`src/rtl/fft_pkg.sv`:
```
// rtl/fft_pkg.sv - shared FFT parameters and index helpers
package fft_pkg;

  localparam int FFT_DATA_W    = 32;
  localparam int FFT_LOG2N     = 3;
  localparam int FFT_IDX_MAX_W = 16;

  typedef logic [FFT_IDX_MAX_W-1:0] fft_idx_t;

  // Reverses the low nbits bits of idx; bits above nbits come back as zero.
  function automatic fft_idx_t bitrev(input fft_idx_t idx, input int nbits);
    fft_idx_t src;
    fft_idx_t res;
    src = idx;
    res = '0;
    for (int i = 0; i < FFT_IDX_MAX_W; i++) begin
      if (i < nbits) begin
        res = {res[FFT_IDX_MAX_W-2:0], src[0]};
        src = src >> 1;
      end
    end
    return res;
  endfunction

endpackage

```
`src/rtl/fft_reorder_bank.sv`:
```
// rtl/fft_reorder_bank.sv - N x DATA_W register array, one write port, one async read port
module fft_reorder_bank
  import fft_pkg::*;
#(
  parameter int DATA_W = FFT_DATA_W,
  parameter int LOG2N  = FFT_LOG2N
) (
  input  logic              clk,
  input  logic              wr_en,
  input  logic [LOG2N-1:0]  wr_addr,
  input  logic [DATA_W-1:0] wr_data,
  input  logic [LOG2N-1:0]  rd_addr,
  output logic [DATA_W-1:0] rd_data
);

  localparam int N = 1 << LOG2N;

  // Contents are deliberately not reset; a bank is only read once its full flag is set.
  logic [DATA_W-1:0] mem_q [N];

  always_ff @(posedge clk) begin
    if (wr_en) begin
      mem_q[wr_addr] <= wr_data;
    end
  end

  assign rd_data = mem_q[rd_addr];

endmodule

```
`src/rtl/fft_out_reorder.sv`:
```
// rtl/fft_out_reorder.sv - ping-pong reorder of bit-reversed FFT output into natural order
module fft_out_reorder
  import fft_pkg::*;
#(
  parameter int DATA_W = FFT_DATA_W,
  parameter int LOG2N  = FFT_LOG2N
) (
  input  logic              clk,
  input  logic              rst,
  input  logic              in_valid,
  input  logic [DATA_W-1:0] in_data,
  output logic              in_ready,
  output logic              out_valid,
  output logic [DATA_W-1:0] out_data,
  output logic [LOG2N-1:0]  out_index,
  output logic              out_last,
  input  logic              out_ready
);

  localparam logic [LOG2N-1:0] CNT_MAX = {LOG2N{1'b1}};

  logic [1:0]       full_q, full_d;
  logic             wr_bank_q, wr_bank_d;
  logic             rd_bank_q, rd_bank_d;
  logic [LOG2N-1:0] wr_cnt_q, wr_cnt_d;
  logic [LOG2N-1:0] rd_cnt_q, rd_cnt_d;

  logic             wr_fire;
  logic             rd_fire;
  logic [LOG2N-1:0] wr_addr;
  logic [DATA_W-1:0] rd_data0;
  logic [DATA_W-1:0] rd_data1;

  assign in_ready  = !full_q[wr_bank_q];
  assign out_valid = full_q[rd_bank_q];
  assign out_data  = rd_bank_q ? rd_data1 : rd_data0;
  assign out_index = rd_cnt_q;
  assign out_last  = out_valid && (rd_cnt_q == CNT_MAX);

  assign wr_fire = in_valid && in_ready;
  assign rd_fire = out_valid && out_ready;

  // Scatter on write so the read side can walk addresses in natural order.
  assign wr_addr = LOG2N'(bitrev(fft_idx_t'(wr_cnt_q), LOG2N));

  fft_reorder_bank #(
    .DATA_W (DATA_W),
    .LOG2N  (LOG2N)
  ) u_bank0 (
    .clk     (clk),
    .wr_en   (wr_fire && !wr_bank_q),
    .wr_addr (wr_addr),
    .wr_data (in_data),
    .rd_addr (rd_cnt_q),
    .rd_data (rd_data0)
  );

  fft_reorder_bank #(
    .DATA_W (DATA_W),
    .LOG2N  (LOG2N)
  ) u_bank1 (
    .clk     (clk),
    .wr_en   (wr_fire && wr_bank_q),
    .wr_addr (wr_addr),
    .wr_data (in_data),
    .rd_addr (rd_cnt_q),
    .rd_data (rd_data1)
  );

  // Writes only target a non-full bank and reads only a full one, so the
  // set and clear below never hit the same flag in one cycle.
  always_comb begin
    full_d    = full_q;
    wr_bank_d = wr_bank_q;
    rd_bank_d = rd_bank_q;
    wr_cnt_d  = wr_cnt_q;
    rd_cnt_d  = rd_cnt_q;

    if (wr_fire) begin
      wr_cnt_d = wr_cnt_q + 1'b1;
      if (wr_cnt_q == CNT_MAX) begin
        full_d[wr_bank_q] = 1'b1;
        wr_bank_d         = !wr_bank_q;
      end
    end

    if (rd_fire) begin
      rd_cnt_d = rd_cnt_q + 1'b1;
      if (rd_cnt_q == CNT_MAX) begin
        full_d[rd_bank_q] = 1'b0;
        rd_bank_d         = !rd_bank_q;
      end
    end
  end

  always_ff @(posedge clk or posedge rst) begin
    if (rst) begin
      full_q    <= '0;
      wr_bank_q <= 1'b0;
      rd_bank_q <= 1'b0;
      wr_cnt_q  <= '0;
      rd_cnt_q  <= '0;
    end else begin
      full_q    <= full_d;
      wr_bank_q <= wr_bank_d;
      rd_bank_q <= rd_bank_d;
      wr_cnt_q  <= wr_cnt_d;
      rd_cnt_q  <= rd_cnt_d;
    end
  end

endmodule

```
`config.mk`:
```
export PLATFORM = sky130hd
export DESIGN_NAME = fft_out_reorder
export DESIGN_NICKNAME = d
export VERILOG_FILES = /design/src/rtl/fft_pkg.sv /design/src/rtl/fft_reorder_bank.sv /design/src/rtl/fft_out_reorder.sv
export SDC_FILE = /design/constraint.sdc
export NUM_CORES = 1
export LEC_CHECK = 0
export CORE_MARGIN = 5
export CORE_UTILIZATION = 55
export DETAILED_ROUTE_END_ITERATION = 7
export MAX_ROUTING_LAYER = met4
export PLACE_DENSITY = 0.75
export SLEW_MARGIN = 25
export SYNTH_ARGS = -nofsm -noshare
export SYNTH_HDL_FRONTEND = slang
export SYNTH_HIERARCHICAL = 1
export SYNTH_SLANG_ARGS = --single-unit
```
`constraint.sdc`:
```
create_clock -name clk -period 3.4 [get_ports clk]
set_input_delay 0.34 -clock clk [delete_from_list [all_inputs] [get_ports clk]]
set_output_delay 0.34 -clock clk [all_outputs]
set_load 0.005 [all_outputs]
```
==> parameters.txt <==
Parameter                              Value

CTS
  Clock input transition at the sequential cells of the worst setup and hold paths    60 ps
  TritonCTS clock tree    yes
  Total CTS buffers    50
  Number of buffers between clock root and the deepest sink    3
  CTS sink cnt    522
  H-tree level count    2
  Clock tree root buffer cell    sky130_fd_sc_hd__clkbuf_16
  Clock latency on the worst-skew pair    560 ps

Critical path
  Slack of the worst reg-to-reg path    1070 ps
  Launching element type of the critical path    flop
  Critical Path RT    3060 ps
  Worst Setup End Kind    output port
  Endpoint arrival time on the critical path    3050 ps
  Reg2reg path depth    4
  Worst setup path class    reg -> out
  Crit-path max FO    15

Routing
  Post-detailed-routing wire length    41900 um
  Total number of vias    9315
  Average routed wire per standard cell    28.3 um
  Vias per cell    6.29
  DRC errors left    0
  First-pass iteration count of the detailed router    5
  DR iter-0 viols    801
  Number of nets with antenna violations after detailed routing    0

Timing
  Worst slack on hold paths    87.9 ps
  Count of final setup violators    0
  Slew HR    57.6%
  Final-report max-slew violation count    0
  Post-route clock skew    11.2 ps
  Final Hold Violating Endpoints    0
  Maximum achievable frequency    0.295 GHz
  Final period util    99.6%
  Worst-Margin Slew    637 ps
  Setup_tns    0 ps
  Clock period minus final worst setup slack    3390 ps
  RSZ-0062 raised after global routing    yes
  Worst path setup slack after routing    14.7 ps

Die
  Die Outline Area    41300 um2
  Initial Util    55.9%
  Total I/O pin count    74
  Width of the chip    203 um
  Die extent in y    203 um
  Placement Rows    70
  Placeable core region    36800 um2

Yosys
  Area of the mapped netlist    20500 um2
  Top cell type's share of synthesized area    74.8%
  Number of flip-flops and latches in the synthesized netlist    522
  Cells after synthesis    841
  Number of distinct library cell variants in the gate-level netlist after synthesis    28
  Count of yosys warnings during synthesis    6
  Leading post-synthesis cells by cell area    sky130_fd_sc_hd__edfxtp_1, sky130_fd_sc_hd__mux4_1, sky130_fd_sc_hd__mux2_2, sky130_fd_sc_hd__mux4_2, sky130_fd_sc_hd__dfrtp_1
  Net count of the mapped netlist    881
  Register area share after synthesis    76.1%
  Syn_area_per_cell    24.4 um2
  Post-synthesis cell type with the largest combined area    sky130_fd_sc_hd__edfxtp_1

Power and ir drop
  Peak supply drop    0.407 mV
  Power per Cell Area    808 nW/um2
  Static Leakage    7.84 nW

Global route
  First-pass GRT wire length    61400 um
  Total congestion overflow after global routing    0
  Global Route Usage Sum    20.6%
  Number of antenna violations at the first check in global routing    2
  Number of global-route vias before repair    9465
  Pin count of the biggest net entering global routing    45

Cells and area
  Final-stage net count    1012
  Commonest non-fill, non-tap cell in the layout    sky130_fd_sc_hd__edfxtp_1
  Fraction of layout cells with a size suffix above 1    29.0%
  Synthesis-to-layout area growth    16.6%
  Final instance count without filler cells    1480
  Final core area utilization    65.1%
  Most frequent cells in the layout    sky130_fd_sc_hd__edfxtp_1, sky130_fd_sc_hd__mux2_2, sky130_fd_sc_hd__mux4_1, sky130_fd_sc_hd__clkdlybuf4s50_1, sky130_fd_sc_hd__clkbuf_16

Placed design
  Placed cell count    1381
  HPWL reported at the end of detailed placement    20600 um
  Weighted congestion reported at the end of routability-driven placement    0.703
  Pre-CTS setup slack    529 ps
  Input/output buffers    73

Hold path
  Min-delay worst type    in -> async

Job
  Maximum capacitance violations    0

Run status
  Run status    completed
## final timing paths
kind | from | end
max | out_index[0] | out_data[28]
min | rst | out_index[0]
max reg2reg | full_q[0] | u_bank0/mem_q[0][14]
min reg2reg | wr_cnt_q[0] | wr_cnt_q[0]
max in group asynchronous | rst | out_index[2]
min in group clk | out_ready | out_index[0]
## synth_stat cells
master	count
sky130_fd_sc_hd__a31oi_1	3
sky130_fd_sc_hd__inv_1	1
sky130_fd_sc_hd__nand2_1	6
sky130_fd_sc_hd__edfxtp_1	512
sky130_fd_sc_hd__and3b_2	1
sky130_fd_sc_hd__mux2_4	5
sky130_fd_sc_hd__buf_6	14
sky130_fd_sc_hd__mux2_2	96
sky130_fd_sc_hd__buf_1	8
sky130_fd_sc_hd__ha_1	4
sky130_fd_sc_hd__nand2_4	1
sky130_fd_sc_hd__mux4_2	48
sky130_fd_sc_hd__nand2b_1	6
sky130_fd_sc_hd__nor3_1	4
sky130_fd_sc_hd__buf_4	1
sky130_fd_sc_hd__buf_2	15
sky130_fd_sc_hd__xnor2_1	2
sky130_fd_sc_hd__nor2_1	12
sky130_fd_sc_hd__o21ai_0	2
sky130_fd_sc_hd__mux4_1	80
sky130_fd_sc_hd__dfrtp_1	10
sky130_fd_sc_hd__nor3b_1	1
sky130_fd_sc_hd__mux2i_1	1
sky130_fd_sc_hd__a21oi_1	1
sky130_fd_sc_hd__nand2_2	1
sky130_fd_sc_hd__and2_1	2
sky130_fd_sc_hd__o31ai_1	2
sky130_fd_sc_hd__clkbuf_1	2
## final cells by class
| cell class | instances | area [um2] |
|---|---|---|
| Antenna cell | 2 | 5.00 |
| Clock buffer | 61 | 1360 |
| Clock inverter | 29 | 264 |
| Fill cell | 2325 | 12800 |
| Inverter | 1 | 3.75 |
| Multi-Input combinational cell | 278 | 4750 |
| Sequential cell | 522 | 15600 |
| Tap cell | 468 | 586 |
| Timing Repair Buffer | 119 | 1350 |
## flip-flops by register name, indices dropped and copies added (netlist names)
register / cells
wr_bank_q: 1
u_bank0/mem_q: 256
u_bank1/mem_q: 256
out_index: 3
wr_cnt_q: 3
full_q: 2
rd_bank_q: 1
## through the flow
step	cell area, um2	power [W]
after CTS	23800	0.0194
after floorplan	20600	0.0116
after detailed placement	22200	0.0138
after global placement	22200	0.0137
after global routing	23900	0.0201
final	23900	0.0193
## worst max-delay path: stages (launching register included)
cell                              delay [ps]
sky130_fd_sc_hd__dfrtp_4                 530
sky130_fd_sc_hd__buf_4                   330
sky130_fd_sc_hd__mux4_1                  600
sky130_fd_sc_hd__mux2_2                  300
sky130_fd_sc_hd__mux2_2                  270
sky130_fd_sc_hd__clkdlybuf4s50_1         450
## routing by layer
| layer | GRT usage (%) | vias up | share of wire, % |
|---|---|---|---|
| met1 | 29.5 | 4949 | 43 |
| met2 | 32.2 | 375 | 48 |
| li1 | - | 3925 | - |
| met4 | 5.08 | 0 | 1.9 |
| met5 | - | - | 0 |
| met3 | 3.23 | 66 | 7.2 |
## power breakdown
group	switching (W)	internal [W]	total [W]
combinational	0.00245	0.00344	0.00589
sequential	0.000435	0.00757	0.00801
clock	0.00224	0.00321	0.00544
total	0.00512	0.0142	0.0193
## logic make-up after synthesis
group | after synthesis | share of synthesized area [%]
adder cells (fa/ha/maj) | 4 | 0.244
AND/OR/NAND/NOR | 34 | 0.840
flip-flops | 522 | 76.1
AO/OA/AOI/OAI | 8 | 0.237
XOR/XNOR | 2 | 0.0853
buffers and inverters | 41 | 1.37
multiplexers | 230 | 21.2
## timing repair
action,4_1_cts,5_1_grt
endpoints found under the setup margin,29,30
gates resized for setup,1,15
hold buffers,0,0
buffers inserted,1,1
cloned,1,4
Note: power is estimated with default switching activity, not from simulation.
